## config.mk

```make
export PLATFORM = sky130hd
export DESIGN_NAME = adc_responder_emu_flat
export DESIGN_NICKNAME = d
export VERILOG_FILES = /design/src/rtl/adc_responder_emu_if.sv /design/src/rtl/adc_responder_emu.sv /design/src/flat_wrapper.sv
export SDC_FILE = /design/constraint.sdc
export NUM_CORES = 1
export LEC_CHECK = 0
export ABC_AREA = 1
export BUFFER_PORTS_ARGS = -buffer_cell sky130_fd_sc_hd__buf_4
export CELL_PAD_IN_SITES_DETAIL_PLACEMENT = 0
export CELL_PAD_IN_SITES_GLOBAL_PLACEMENT = 1
export CORE_MARGIN = 2
export CORE_UTILIZATION = 47
export CTS_CLUSTER_SIZE = 8
export DETAILED_ROUTE_END_ITERATION = 16
export GPL_TIMING_DRIVEN = 0
export PLACE_DENSITY = 0.8
export SYNTH_ARGS = -nofsm -noshare
export SYNTH_HDL_FRONTEND = slang
export SYNTH_SLANG_ARGS = --single-unit
```

## constraint.sdc

```tcl
create_clock -name i_clk -period 2.3 [get_ports i_clk]
set_clock_uncertainty 0.2 [all_clocks]
set_input_delay 0.115 -clock i_clk [delete_from_list [all_inputs] [get_ports i_clk]]
set_output_delay 0.115 -clock i_clk [all_outputs]
set_load 0.01 [all_outputs]
```

## src/rtl/adc_responder_emu_if.sv

```systemverilog
// -----------------------------------------------------------------------------
// adc_responder_emu_if
//   Parallel ADC conversion/readout bus between the acquisition driver (master)
//   and the ADC, or its on-FPGA emulation (slave).
//   convst_a..d : conversion start; the ADC acts only when all four are high
//   cs_n, rd_n  : chip select / read strobe, both active low
//   busy        : conversion in progress
//   db, db_oe   : data word and enable for the tri-state buffer in the top wrapper
// -----------------------------------------------------------------------------
interface adc_responder_emu_if;
  logic        convst_a;
  logic        convst_b;
  logic        convst_c;
  logic        convst_d;
  logic        cs_n;
  logic        rd_n;
  logic        busy;
  logic [15:0] db;
  logic        db_oe;

  modport master (
    output convst_a, convst_b, convst_c, convst_d, cs_n, rd_n,
    input  busy, db, db_oe
  );

  modport slave (
    input  convst_a, convst_b, convst_c, convst_d, cs_n, rd_n,
    output busy, db, db_oe
  );
endinterface

```

## src/rtl/adc_responder_emu.sv

```systemverilog
// -----------------------------------------------------------------------------
// adc_responder_emu
//   Synthesizable stand-in for the 8-channel parallel ADC. It answers a CONVST
//   with a Busy pulse of CONV_CYCLES clocks, then serves one 16-bit word per
//   RD_N strobe. The data are per-channel ramps (channel i starts at
//   i*CH_OFFSET and advances by RAMP_STEP every conversion), so the downstream
//   ADC->FIFO->SPI chain can run without real hardware. An inject pulse
//   replaces channel 0 of the next conversion with a chosen value.
//
// Ports
//   i_clk          system clock (shared with the driver)
//   i_rst_n        asynchronous reset, active low
//   i_adc_rst      synchronous soft reset of the emulated ADC, active high
//   i_stby_n       0 = standby, new conversion starts are ignored
//   i_inject_en    1-cycle pulse: replace ch0 of the next conversion
//   i_inject_val   value used for that replacement
//   sif            ADC bus (slave side): convst_a..d, cs_n, rd_n in;
//                  busy, db, db_oe out
//   o_overrun      sticky: CONVST arrived while converting or during readout
//   o_conv_count   completed conversions, wraps at 2^16
// -----------------------------------------------------------------------------

// Per-channel ramp generator and conversion result holder.
module adc_responder_emu_ch #(
  parameter int          CH        = 0,
  parameter logic [15:0] RAMP_STEP = 16'd1,
  parameter logic [15:0] CH_OFFSET = 16'd256
) (
  input  logic        i_clk,
  input  logic        i_rst_n,
  input  logic        i_soft_rst,
  input  logic        i_start,     // conversion start: capture ramp, advance it
  input  logic        i_inj,       // use i_inj_val instead of the ramp this time
  input  logic [15:0] i_inj_val,
  output logic [15:0] o_res
);
  // Reset value of the ramp, taken mod 2^16.
  localparam logic [15:0] RAMP_RST = 16'(CH * int'(CH_OFFSET));

  logic [15:0] r_ramp;
  logic [15:0] r_res;

  always_ff @(posedge i_clk or negedge i_rst_n) begin
    if (!i_rst_n) begin
      r_ramp <= RAMP_RST;
      r_res  <= '0;
    end else if (i_soft_rst) begin
      r_ramp <= RAMP_RST;
      r_res  <= '0;
    end else if (i_start) begin
      r_res  <= i_inj ? i_inj_val : r_ramp;
      // The ramp advances even when the sample was replaced by an injection,
      // so the channel resumes its normal sequence afterwards.
      r_ramp <= r_ramp + RAMP_STEP;
    end
  end

  assign o_res = r_res;
endmodule

module adc_responder_emu #(
  parameter int          NUM_CHANNELS = 8,
  parameter int          CONV_CYCLES  = 20,
  parameter logic [15:0] RAMP_STEP    = 16'd1,
  parameter logic [15:0] CH_OFFSET    = 16'd256
) (
  input  logic                     i_clk,
  input  logic                     i_rst_n,
  input  logic                     i_adc_rst,
  input  logic                     i_stby_n,
  input  logic                     i_inject_en,
  input  logic [15:0]              i_inject_val,
  adc_responder_emu_if.slave       sif,
  output logic                     o_overrun,
  output logic [15:0]              o_conv_count
);
  localparam int IDXW = $clog2(NUM_CHANNELS + 1);
  localparam int SELW = (NUM_CHANNELS > 1) ? $clog2(NUM_CHANNELS) : 1;
  localparam int CNTW = (CONV_CYCLES > 1) ? $clog2(CONV_CYCLES) : 1;

  typedef enum logic [1:0] {
    S_IDLE    = 2'd0,
    S_CONVERT = 2'd1,
    S_READOUT = 2'd2
  } state_t;

  state_t r_state, w_state_nxt;

  // One register stage on the bus inputs, plus the previous sample for edges.
  logic r_cv, r_cv_d;
  logic r_rd, r_rd_d;
  logic w_cv_rise, w_rd_rise;

  logic [CNTW-1:0]                    r_cnt;
  logic [IDXW-1:0]                    r_idx;
  logic [SELW-1:0]                    w_sel;
  logic                               w_idx_lt;
  logic [15:0]                        r_db;
  logic                               r_db_oe;
  logic                               r_overrun;
  logic [15:0]                        r_conv_count;
  logic                               r_inj_pend;
  logic [15:0]                        r_inj_val;
  logic [NUM_CHANNELS-1:0][15:0]      w_res;

  // FSM decode strobes.
  logic w_start;    // begin a conversion (capture ramps)
  logic w_done;     // conversion time elapsed
  logic w_ovr;      // set sticky overrun
  logic w_db_ld;    // serve res[idx]
  logic w_db_zero;  // strobe with nothing left to serve

  assign w_cv_rise = r_cv & ~r_cv_d;
  assign w_rd_rise = r_rd & ~r_rd_d;
  assign w_idx_lt  = (r_idx < IDXW'(NUM_CHANNELS));
  assign w_sel     = r_idx[SELW-1:0];

  // ---------------------------------------------------------------------------
  // Per-channel ramps
  // ---------------------------------------------------------------------------
  for (genvar g = 0; g < NUM_CHANNELS; g++) begin : g_ch
    adc_responder_emu_ch #(
      .CH        (g),
      .RAMP_STEP (RAMP_STEP),
      .CH_OFFSET (CH_OFFSET)
    ) u_ch (
      .i_clk      (i_clk),
      .i_rst_n    (i_rst_n),
      .i_soft_rst (i_adc_rst),
      .i_start    (w_start),
      .i_inj      ((g == 0) ? r_inj_pend : 1'b0),
      .i_inj_val  (r_inj_val),
      .o_res      (w_res[g])
    );
  end

  // ---------------------------------------------------------------------------
  // Input sampling
  // ---------------------------------------------------------------------------
  always_ff @(posedge i_clk or negedge i_rst_n) begin
    if (!i_rst_n) begin
      r_cv   <= 1'b0;
      r_cv_d <= 1'b0;
      r_rd   <= 1'b0;
      r_rd_d <= 1'b0;
    end else if (i_adc_rst) begin
      r_cv   <= 1'b0;
      r_cv_d <= 1'b0;
      r_rd   <= 1'b0;
      r_rd_d <= 1'b0;
    end else begin
      r_cv   <= sif.convst_a & sif.convst_b & sif.convst_c & sif.convst_d;
      r_cv_d <= r_cv;
      // CS_N high masks the read strobe entirely.
      r_rd   <= ~sif.rd_n & ~sif.cs_n;
      r_rd_d <= r_rd;
    end
  end

  // ---------------------------------------------------------------------------
  // FSM: state register
  // ---------------------------------------------------------------------------
  always_ff @(posedge i_clk or negedge i_rst_n) begin
    if (!i_rst_n)       r_state <= S_IDLE;
    else if (i_adc_rst) r_state <= S_IDLE;
    else                r_state <= w_state_nxt;
  end

  // ---------------------------------------------------------------------------
  // FSM: next state and decode
  // ---------------------------------------------------------------------------
  always_comb begin
    w_state_nxt = r_state;
    w_start     = 1'b0;
    w_done      = 1'b0;
    w_ovr       = 1'b0;
    w_db_ld     = 1'b0;
    w_db_zero   = 1'b0;
    unique case (r_state)
      S_IDLE: begin
        if (w_cv_rise && i_stby_n) begin
          w_start     = 1'b1;
          w_state_nxt = S_CONVERT;
        end else if (w_rd_rise) begin
          w_db_zero = 1'b1;
        end
      end
      S_CONVERT: begin
        // A start request here is dropped but remembered as an overrun.
        // Standby does not cut a running conversion short.
        if (w_cv_rise) w_ovr = 1'b1;
        if (w_rd_rise) w_db_zero = 1'b1;
        if (r_cnt == '0) begin
          w_done      = 1'b1;
          w_state_nxt = S_READOUT;
        end
      end
      S_READOUT: begin
        if (w_cv_rise) begin
          // New start abandons the readout; it wins over a coincident read.
          w_ovr = 1'b1;
          if (i_stby_n) begin
            w_start     = 1'b1;
            w_state_nxt = S_CONVERT;
          end else begin
            w_state_nxt = S_IDLE;
          end
        end else if (w_rd_rise) begin
          if (w_idx_lt) w_db_ld   = 1'b1;
          else          w_db_zero = 1'b1;
        end else if (!w_idx_lt && !r_rd) begin
          // All words served and the last strobe released.
          w_state_nxt = S_IDLE;
        end
      end
      default: w_state_nxt = S_IDLE;
    endcase
  end

  // ---------------------------------------------------------------------------
  // Datapath
  // ---------------------------------------------------------------------------
  always_ff @(posedge i_clk or negedge i_rst_n) begin
    if (!i_rst_n) begin
      r_cnt        <= '0;
      r_idx        <= '0;
      r_db         <= '0;
      r_db_oe      <= 1'b0;
      r_overrun    <= 1'b0;
      r_conv_count <= '0;
      r_inj_pend   <= 1'b0;
      r_inj_val    <= '0;
    end else if (i_adc_rst) begin
      r_cnt        <= '0;
      r_idx        <= '0;
      r_db         <= '0;
      r_db_oe      <= 1'b0;
      r_overrun    <= 1'b0;
      r_conv_count <= '0;
      r_inj_pend   <= 1'b0;
      r_inj_val    <= '0;
    end else begin
      // Busy lasts CONV_CYCLES cycles: loaded with N-1, exits on zero.
      if (w_start)
        r_cnt <= CNTW'(CONV_CYCLES - 1);
      else if (r_state == S_CONVERT && r_cnt != '0)
        r_cnt <= r_cnt - CNTW'(1);

      if (w_done) begin
        r_conv_count <= r_conv_count + 16'd1;
        r_idx        <= '0;
      end else if (w_db_ld) begin
        r_idx <= r_idx + IDXW'(1);
      end

      if (w_db_ld)        r_db <= w_res[w_sel];
      else if (w_db_zero) r_db <= '0;

      // Enable follows the sampled strobe, aligned with the DB update.
      r_db_oe <= r_rd;

      if (w_ovr) r_overrun <= 1'b1;

      // The start consumes a pending injection; a pulse in the same cycle
      // arms the next conversion instead.
      if (i_inject_en) begin
        r_inj_pend <= 1'b1;
        r_inj_val  <= i_inject_val;
      end else if (w_start) begin
        r_inj_pend <= 1'b0;
      end
    end
  end

  assign sif.busy     = (r_state == S_CONVERT);
  assign sif.db       = r_db;
  assign sif.db_oe    = r_db_oe;
  assign o_overrun    = r_overrun;
  assign o_conv_count = r_conv_count;
endmodule

```

## src/flat_wrapper.sv

```systemverilog
// flat-port wrapper written by rule: the top's interface ports become plain ports
module adc_responder_emu_flat 
#(
  parameter int          NUM_CHANNELS = 8,
  parameter int          CONV_CYCLES  = 20,
  parameter logic [15:0] RAMP_STEP    = 16'd1,
  parameter logic [15:0] CH_OFFSET    = 16'd256
)
  (i_clk, i_rst_n, i_adc_rst, i_stby_n, i_inject_en, i_inject_val, o_overrun, o_conv_count, sif_convst_a, sif_convst_b, sif_convst_c, sif_convst_d, sif_cs_n, sif_rd_n, sif_busy, sif_db, sif_db_oe);
  adc_responder_emu_if sif_i ();
  input  logic i_clk;
  input  logic i_rst_n;
  input  logic i_adc_rst;
  input  logic i_stby_n;
  input  logic i_inject_en;
  input  logic [15:0] i_inject_val;
  output logic o_overrun;
  output logic [15:0] o_conv_count;
  input wire logic [$bits(sif_i.convst_a)-1:0] sif_convst_a;
  input wire logic [$bits(sif_i.convst_b)-1:0] sif_convst_b;
  input wire logic [$bits(sif_i.convst_c)-1:0] sif_convst_c;
  input wire logic [$bits(sif_i.convst_d)-1:0] sif_convst_d;
  input wire logic [$bits(sif_i.cs_n)-1:0] sif_cs_n;
  input wire logic [$bits(sif_i.rd_n)-1:0] sif_rd_n;
  output wire logic [$bits(sif_i.busy)-1:0] sif_busy;
  output wire logic [$bits(sif_i.db)-1:0] sif_db;
  output wire logic [$bits(sif_i.db_oe)-1:0] sif_db_oe;
  assign sif_i.convst_a = sif_convst_a;
  assign sif_i.convst_b = sif_convst_b;
  assign sif_i.convst_c = sif_convst_c;
  assign sif_i.convst_d = sif_convst_d;
  assign sif_i.cs_n = sif_cs_n;
  assign sif_i.rd_n = sif_rd_n;
  assign sif_busy = sif_i.busy;
  assign sif_db = sif_i.db;
  assign sif_db_oe = sif_i.db_oe;
  adc_responder_emu #(.NUM_CHANNELS(NUM_CHANNELS), .CONV_CYCLES(CONV_CYCLES), .RAMP_STEP(RAMP_STEP), .CH_OFFSET(CH_OFFSET)) u_core (.i_clk(i_clk), .i_rst_n(i_rst_n), .i_adc_rst(i_adc_rst), .i_stby_n(i_stby_n), .i_inject_en(i_inject_en), .i_inject_val(i_inject_val), .sif(sif_i), .o_overrun(o_overrun), .o_conv_count(o_conv_count));
endmodule
```

==> impl_metrics.ini, run 1 <==
[routing]
drc = 0
drtIter0Drc = 1518
dr.pass1.iters = 7
vias_per_cell = 5.614
wl_per_cell_um = 21.48
vias = 15400
wirelength_mm = 58.92
ant_nets = 0

[critical_path]
cpPeakStageDelay_ns = 0.36
critPathCaptureType = flip-flop
critical_path.cell_chain = clkbuf_1 > inv_2 > clkbuf_2 > o21ai_0 > nand3_1 > nand3_1 > nand2_1
crit_path_start_kind = flip-flop
critPathRequiredTime_ns = 2.54
cp_common_cell = nand3_1
cp_num_buf_inv = 3
cp_top_family = buffers and inverters
critPathKind = reg2reg
arrival_ns = 2.46
critPathMaxFanout = 10
critPathSlowestCell = dfrtp_1

[clock_network]
cts_root_buf = clkbuf_16
cts_made_buffers = 46
htree_num_levels = 2
cts.sinks = 321
cts.clk_slew.worst_paths_ns = 0.05
cts_buffer_depth = 3
clock_latency_ns = 0.55
cts_tree = yes

[floorplan]
dieArea_sq_mm = 0.03587
io_pins = 62
rows = 67
core_area_sq_mm = 0.03370
start_util_pct = 47.93
chipWidth_um = 189.4
die_y_um = 189.4

[synthesis]
ys.flop_type = dfrtp_1
synth_edf_count = 0
synth-seq-area-share_pct = 49.82
syn_area_per_cell_sq_um = 7.659
yosysWarnings = 0
synth_area_sq_mm = 0.01615
syn_nets = 2151
ys_types = 36
synthArstFlopShare_pct = 100.0
postSynthCellCount = 2109
synth-seq-cells = 321

[placement]
portBuffers = 60
gp_congestion = 0.9319
hpwlAfterDp_mm = 40.94
placed_area_sq_mm = 0.01725
place_ws_ns = -0.3647

[layout]
fin_nets = 2301
seqCellArea_sq_mm = 0.008048
multiInputGateArea_sq_mm = 0.006725
design_area_sq_mm = 0.01919
drive_gt1_share_pct = 9.067
area_growth_pct = 18.78
fill_cells = 3254

[grt]
grt_first_pass_wirelength_mm = 89.09
grt_use_total_pct = 33.22
grt_pass1_vias = 15000
grt_overflow = 0
grt_max_degree = 116
antenna_found_initial = 2

[sta]
period_needed_ns = 2.221
setup_tns_ns = 0
setup_viol = 0
final-hold-violation-count = 0
slew_headroom_pct = 12.36
finalCritPeriodShare_pct = 96.57
clock.fmax_ghz = 0.4502
worst_pin_slew_ns = 1.315
setup_ws_ns = 0.07899
final-max-slew-violation-count = 0

[power_and_ir_drop]
p_leak_nw = 8.754
ir_drop_mv = 0.4609
powerDensity_mw_per_mm2 = 700.6
design_power_total_mw = 13.44

[outcome]
outcome = finished clean

[flow_run]
max_cap_violations = 0

[worst_hold_path]
min_path_type = in2reg
-- cell usage after synthesis, drive strengths merged, types with 3 or more instances --
library cell  instances  area share [%]
a21oi               102             3.2
a22o                 13            0.70
a22oi                 3            0.14
buf                  61             2.0
clkbuf               41            0.95
dfrtp               309              48
dfstp                12             2.0
ha                   15             1.2
inv                 249             5.8
nand2               476              11
nand3               188             5.9
nand3b                3            0.14
nand4                54             2.1
nor2                252             6.0
nor3                 49             1.5
o211ai               16            0.74
o21ai               210             6.5
o21bai                3            0.14
o22ai                37             1.4
o31ai                 6            0.28
-- stage by stage --
stage / cells / util (%) / hold slack (ns)
floorplan: 2109 / - / -0.3806
global placement: 2617 / 50.93 / 0.06582
detailed placement: 2620 / 51.20 / -0.1054
CTS: 2741 / 56.54 / 0.01870
global route: 2742 / 56.92 / 0.08854
finish: 2743 / 56.93 / 0.05836
-- logic make-up (layout without fill, tap and decap cells) --
group | after synthesis | count (layout) | synth area share, %
simple gates | 1026 | 1026 | 26.98
compound gates | 395 | 395 | 13.32
buf+inv | 352 | 537 | 8.714
flops | 321 | 321 | 49.82
fa+ha+maj | 15 | 15 | 1.162
other cells | 0 | 1 | 0
-- per-layer routing --
metal | wire [um] | GRT usage (%) | part of all wire [%] | vias up
li1 | - | - | - | 7247
met1 | 25020 | 45.40 | 42 | 7427
met2 | 26360 | 52.07 | 45 | 600
met3 | 5061 | 6.969 | 8.6 | 124
met4 | 2473 | 12.67 | 4.2 | 0
met5 | 0 | 0 | 0 | -
-- cell usage in the layout, fill, tap and decap left out, drive strengths merged, types with 2 or more instances in the layout --
master	synthesis	final
a22o	13	13
o22ai	37	37
nor2	252	252
nand4	54	54
a21boi	2	2
a31oi	2	2
clkbuf	41	135
a22oi	3	3
buf	61	115
o21ai	210	210
nor3	49	49
nand3b	3	3
nand2	476	476
dfstp	12	12
nand3	188	188
and3	2	2
a21oi	102	102
o31ai	6	6
inv	249	249
o211ai	16	16
dlygate4sd3	0	36
o21bai	3	3
dfrtp	309	309
ha	15	15
-- repair_timing --
item	CTS	global route
cloned	0	1
buffers inserted	2	0
hold buffers	36	0
endpoints found under the setup margin	148	337
hold endpoints to repair	149	0
gates resized for setup	14	50
pin swaps	1	1
-- final timing paths --
kind	from	end	slack, ns	depth (start not counted)
setup / recovery	u_core.r_idx[0]	u_core.sif.db[13]	0.08	7
hold / removal	i_adc_rst	u_core.r_state[0]	0.06	5
setup reg to reg	u_core.r_idx[0]	u_core.sif.db[13]	0.08	7
hold reg to reg	u_core.r_cnt[4]	u_core.r_cnt[4]	0.27	2
max in group asynchronous	i_rst_n	u_core.g_ch[5].u_ch.o_res[0]	0.27	5
min in group asynchronous	i_rst_n	u_core.r_inj_val[8]	0.43	3
-- layout make-up --
| type | count | area share (%) |
|---|---|---|
| diodes | 1 | 0.01304 |
| plain buffers | 102 | 3.013 |
| clock buffers | 82 | 7.037 |
| clock inverters | 1 | 0.1565 |
| inverters | 250 | 4.891 |
| multi-input cells | 1436 | 35.05 |
| flip-flops and latches | 321 | 41.95 |
| well taps | 448 | 2.922 |
| repair buffers | 102 | 4.969 |
-- worst reg2reg max path, cell delays in order (launching register included) --
cell and delay [ns]:
dfrtp_1 0.36, clkbuf_1 0.25, inv_2 0.16, clkbuf_2 0.28
o21ai_0 0.32, nand3_1 0.28, nand3_1 0.19, nand2_1 0.06
-- where the power goes --
group | switching, mW | internal [mW]
clock network | 2.52 | 4.03
registers | 0.0941 | 5.77
logic | 0.712 | 0.310
total | 3.33 | 10.1
-- flip-flops by register name (all words and copies together), names as in the netlist --
register	flops
u_core.o_conv_count	16
u_core.r_state	2
u_core.r_inj_val	16
u_core.g_ch.u_ch.r_ramp	128
u_core.r_cv_d	1
u_core.g_ch.u_ch.o_res	128
u_core.r_cv	1
u_core.r_idx	4
u_core.sif.db_oe	1
u_core.r_inj_pend	1
u_core.sif.db	16
u_core.o_overrun	1
u_core.r_rd	1
u_core.r_cnt	5
Power figures use the tool's default switching activity.
==> run 2: changes to the inputs <==
CORE_UTILIZATION = 48   (was 47)
CTS_BUF_LIST = sky130_fd_sc_hd__clkbuf_4 sky130_fd_sc_hd__clkbuf_8   (was default)
PLACE_DENSITY = 0.81   (was 0.8)
==> run 2 against run 1 <==
Effect of this change: sequential share of layout area shrank 0.14 points; largest cell class unchanged; critical path depth grew 2; clock power shrank 12%; register-to-register slack gained 0.03 ns; non-clock buffer count grew 21; wire length shrank 0.33%; sequential cell count is the same.
==> impl_metrics.ini, run 2 (synthesis results as in run 1) <==
[clock_network]
cts_made_buffers = 56
cts.sinks = 321
cts_root_buf = clkbuf_8
cts_tree = yes
htree_num_levels = 2
cts_buffer_depth = 3
clock_latency_ns = 0.64
cts.clk_slew.worst_paths_ns = 0.07

[floorplan]
io_pins = 62
start_util_pct = 48.41
chipWidth_um = 187.4
die_y_um = 187.4
rows = 67
core_area_sq_mm = 0.03336
dieArea_sq_mm = 0.03514

[critical_path]
crit_path_start_kind = flip-flop
critical_path.cell_chain = inv_2 > ha_2 > inv_1 > nand2_1 > nand3_4 > nand2_2 > buf_8 > buf_2 > o22ai_1
critPathCaptureType = flip-flop
critPathRequiredTime_ns = 2.60
cpPeakStageDelay_ns = 0.42
startpoint = u_core.r_state[0]
critPathMaxFanout = 10
r2r-start = u_core.r_state[0]
critPathKind = reg2reg
critPathSlowestCell = dfrtp_1
arrival_ns = 2.50

[layout]
antenna_cells = 0
drive_gt1_share_pct = 11.64
final_cell_mix = nand2_1 (473), dfrtp_1 (309), inv_1 (244), nor2_1 (242), nand3_1 (186)
final_util_pct = 57.70
final_common_cell = nand2_1
area_growth_pct = 19.19
seqCellArea_sq_mm = 0.008048
fill_cells = 3196
fin_nets = 2332
multiInputGateArea_sq_mm = 0.006746

[routing]
dr.pass1.iters = 5
wirelength_mm = 58.72
vias_per_cell = 5.637
wl_per_cell_um = 21.09
drtIter0Drc = 1422
ant_nets = 0
drc = 0
vias = 15690

[sta]
period_needed_ns = 2.196
worst_pin_slew_ns = 1.199
slew_headroom_pct = 20.09
holdWs_ns = 0.06880
finalCritPeriodShare_pct = 95.46
setup_ws_ns = 0.1043
clock.fmax_ghz = 0.4554
setup_viol = 0
rsz0062_at_grt = yes
final-max-slew-violation-count = 0
final-hold-violation-count = 0

[placement]
hpwlAfterDp_mm = 40.51
portBuffers = 60
gp_congestion = 0.9421
place_ws_ns = -0.4764

[outcome]
outcome = finished clean

[grt]
antenna_found_initial = 0
grt_pass1_vias = 14900
grt_max_degree = 117
grt_use_total_pct = 33.68
grt_first_pass_wirelength_mm = 89.42
grt_overflow = 0

[power_and_ir_drop]
ir_drop_mv = 0.4001
powerDensity_mw_per_mm2 = 657.2
p_leak_nw = 8.824

[worst_hold_path]
holdCritStartpoint = sif_convst_a
min_path_type = in2reg

[flow_run]
max_cap_violations = 0
## run 2: cell count changes in the layout (fill, tap and decap cells not counted), sizes merged
cell,change
clkinv,+3
diode,-1
clkbuf,+10
bufinv,-1
buf,+14
dlygate4sd3,+16
## run 2: worst max-delay path: cells and delay by family (launching register included)
| kind | cells | cell delay [ns] |
|---|---|---|
| AO/OA/AOI/OAI | 1 | 0.12 |
| adder cells (fa/ha/maj) | 1 | 0.20 |
| buffers and inverters | 4 | 0.62 |
| flip-flops | 1 | 0.42 |
| AND/OR/NAND/NOR | 3 | 0.47 |
## run 2: what timing repair did
item,in CTS,in global routing
pin swaps,1,4
endpoints found under the setup margin,190,225
buffers inserted,4,4
resized for setup,23,45
hold buffers,52,0
hold endpoints to repair,278,0
## run 2: area by class of cell
class | instances | share of cell area (%)
Multi-Input combinational cell | 1436 | 35.04
Inverter | 250 | 4.874
Buffer | 102 | 3.009
Clock buffer | 101 | 6.311
Sequential cell | 321 | 41.80
Timing Repair Buffer | 123 | 5.973
Clock inverter | 3 | 0.07799
Tap cell | 448 | 2.912
## run 2: worst paths after layout
path	endpoint	slack, ns	cells after the start
max	u_core.g_ch[2].u_ch.o_res[7]	0.10	9
min	u_core.r_cv	0.07	4
max reg2reg	u_core.g_ch[2].u_ch.o_res[7]	0.10	9
min reg2reg	u_core.r_cnt[4]	0.27	2
max in group asynchronous	u_core.g_ch[2].u_ch.o_res[11]	0.40	5
min in group asynchronous	u_core.r_inj_val[8]	0.36	3
## run 2: power by group
part / internal (mW) / leakage [nW] / switching, mW
logic: 0.324 / 3.74 / 0.726
clock network: 3.27 / 0.665 / 2.47
registers: 5.76 / 4.42 / 0.0987
## run 2: per-stage QoR
| stage | area [sq um] | setup TNS [ns] | std cells | power, mW |
|---|---|---|---|---|
| 6_report | 19250 | 0 | 2784 | 12.65 |
| 5_1_grt | 19250 | -0.003155 | 2784 | 13.07 |
| 4_1_cts | 19110 | 0 | 2780 | 12.67 |
| 3_5_place_dp | 17250 | -21.47 | 2620 | 6.898 |
| 3_3_place_gp | 17160 | -691.77 | 2617 | 6.857 |
| 2_1_floorplan | 16150 | 0 | 2109 | 6.402 |
## run 2: routing by layer
metal / routed length (um) / global-route usage [%] / up-vias
li1: - / - / 7300
met1: 25000 / 46.46 / 7611
met2: 26770 / 53.17 / 658
met3: 4720 / 6.510 / 124
met4: 2225 / 12.27 / 0
met5: 0 / 0 / -
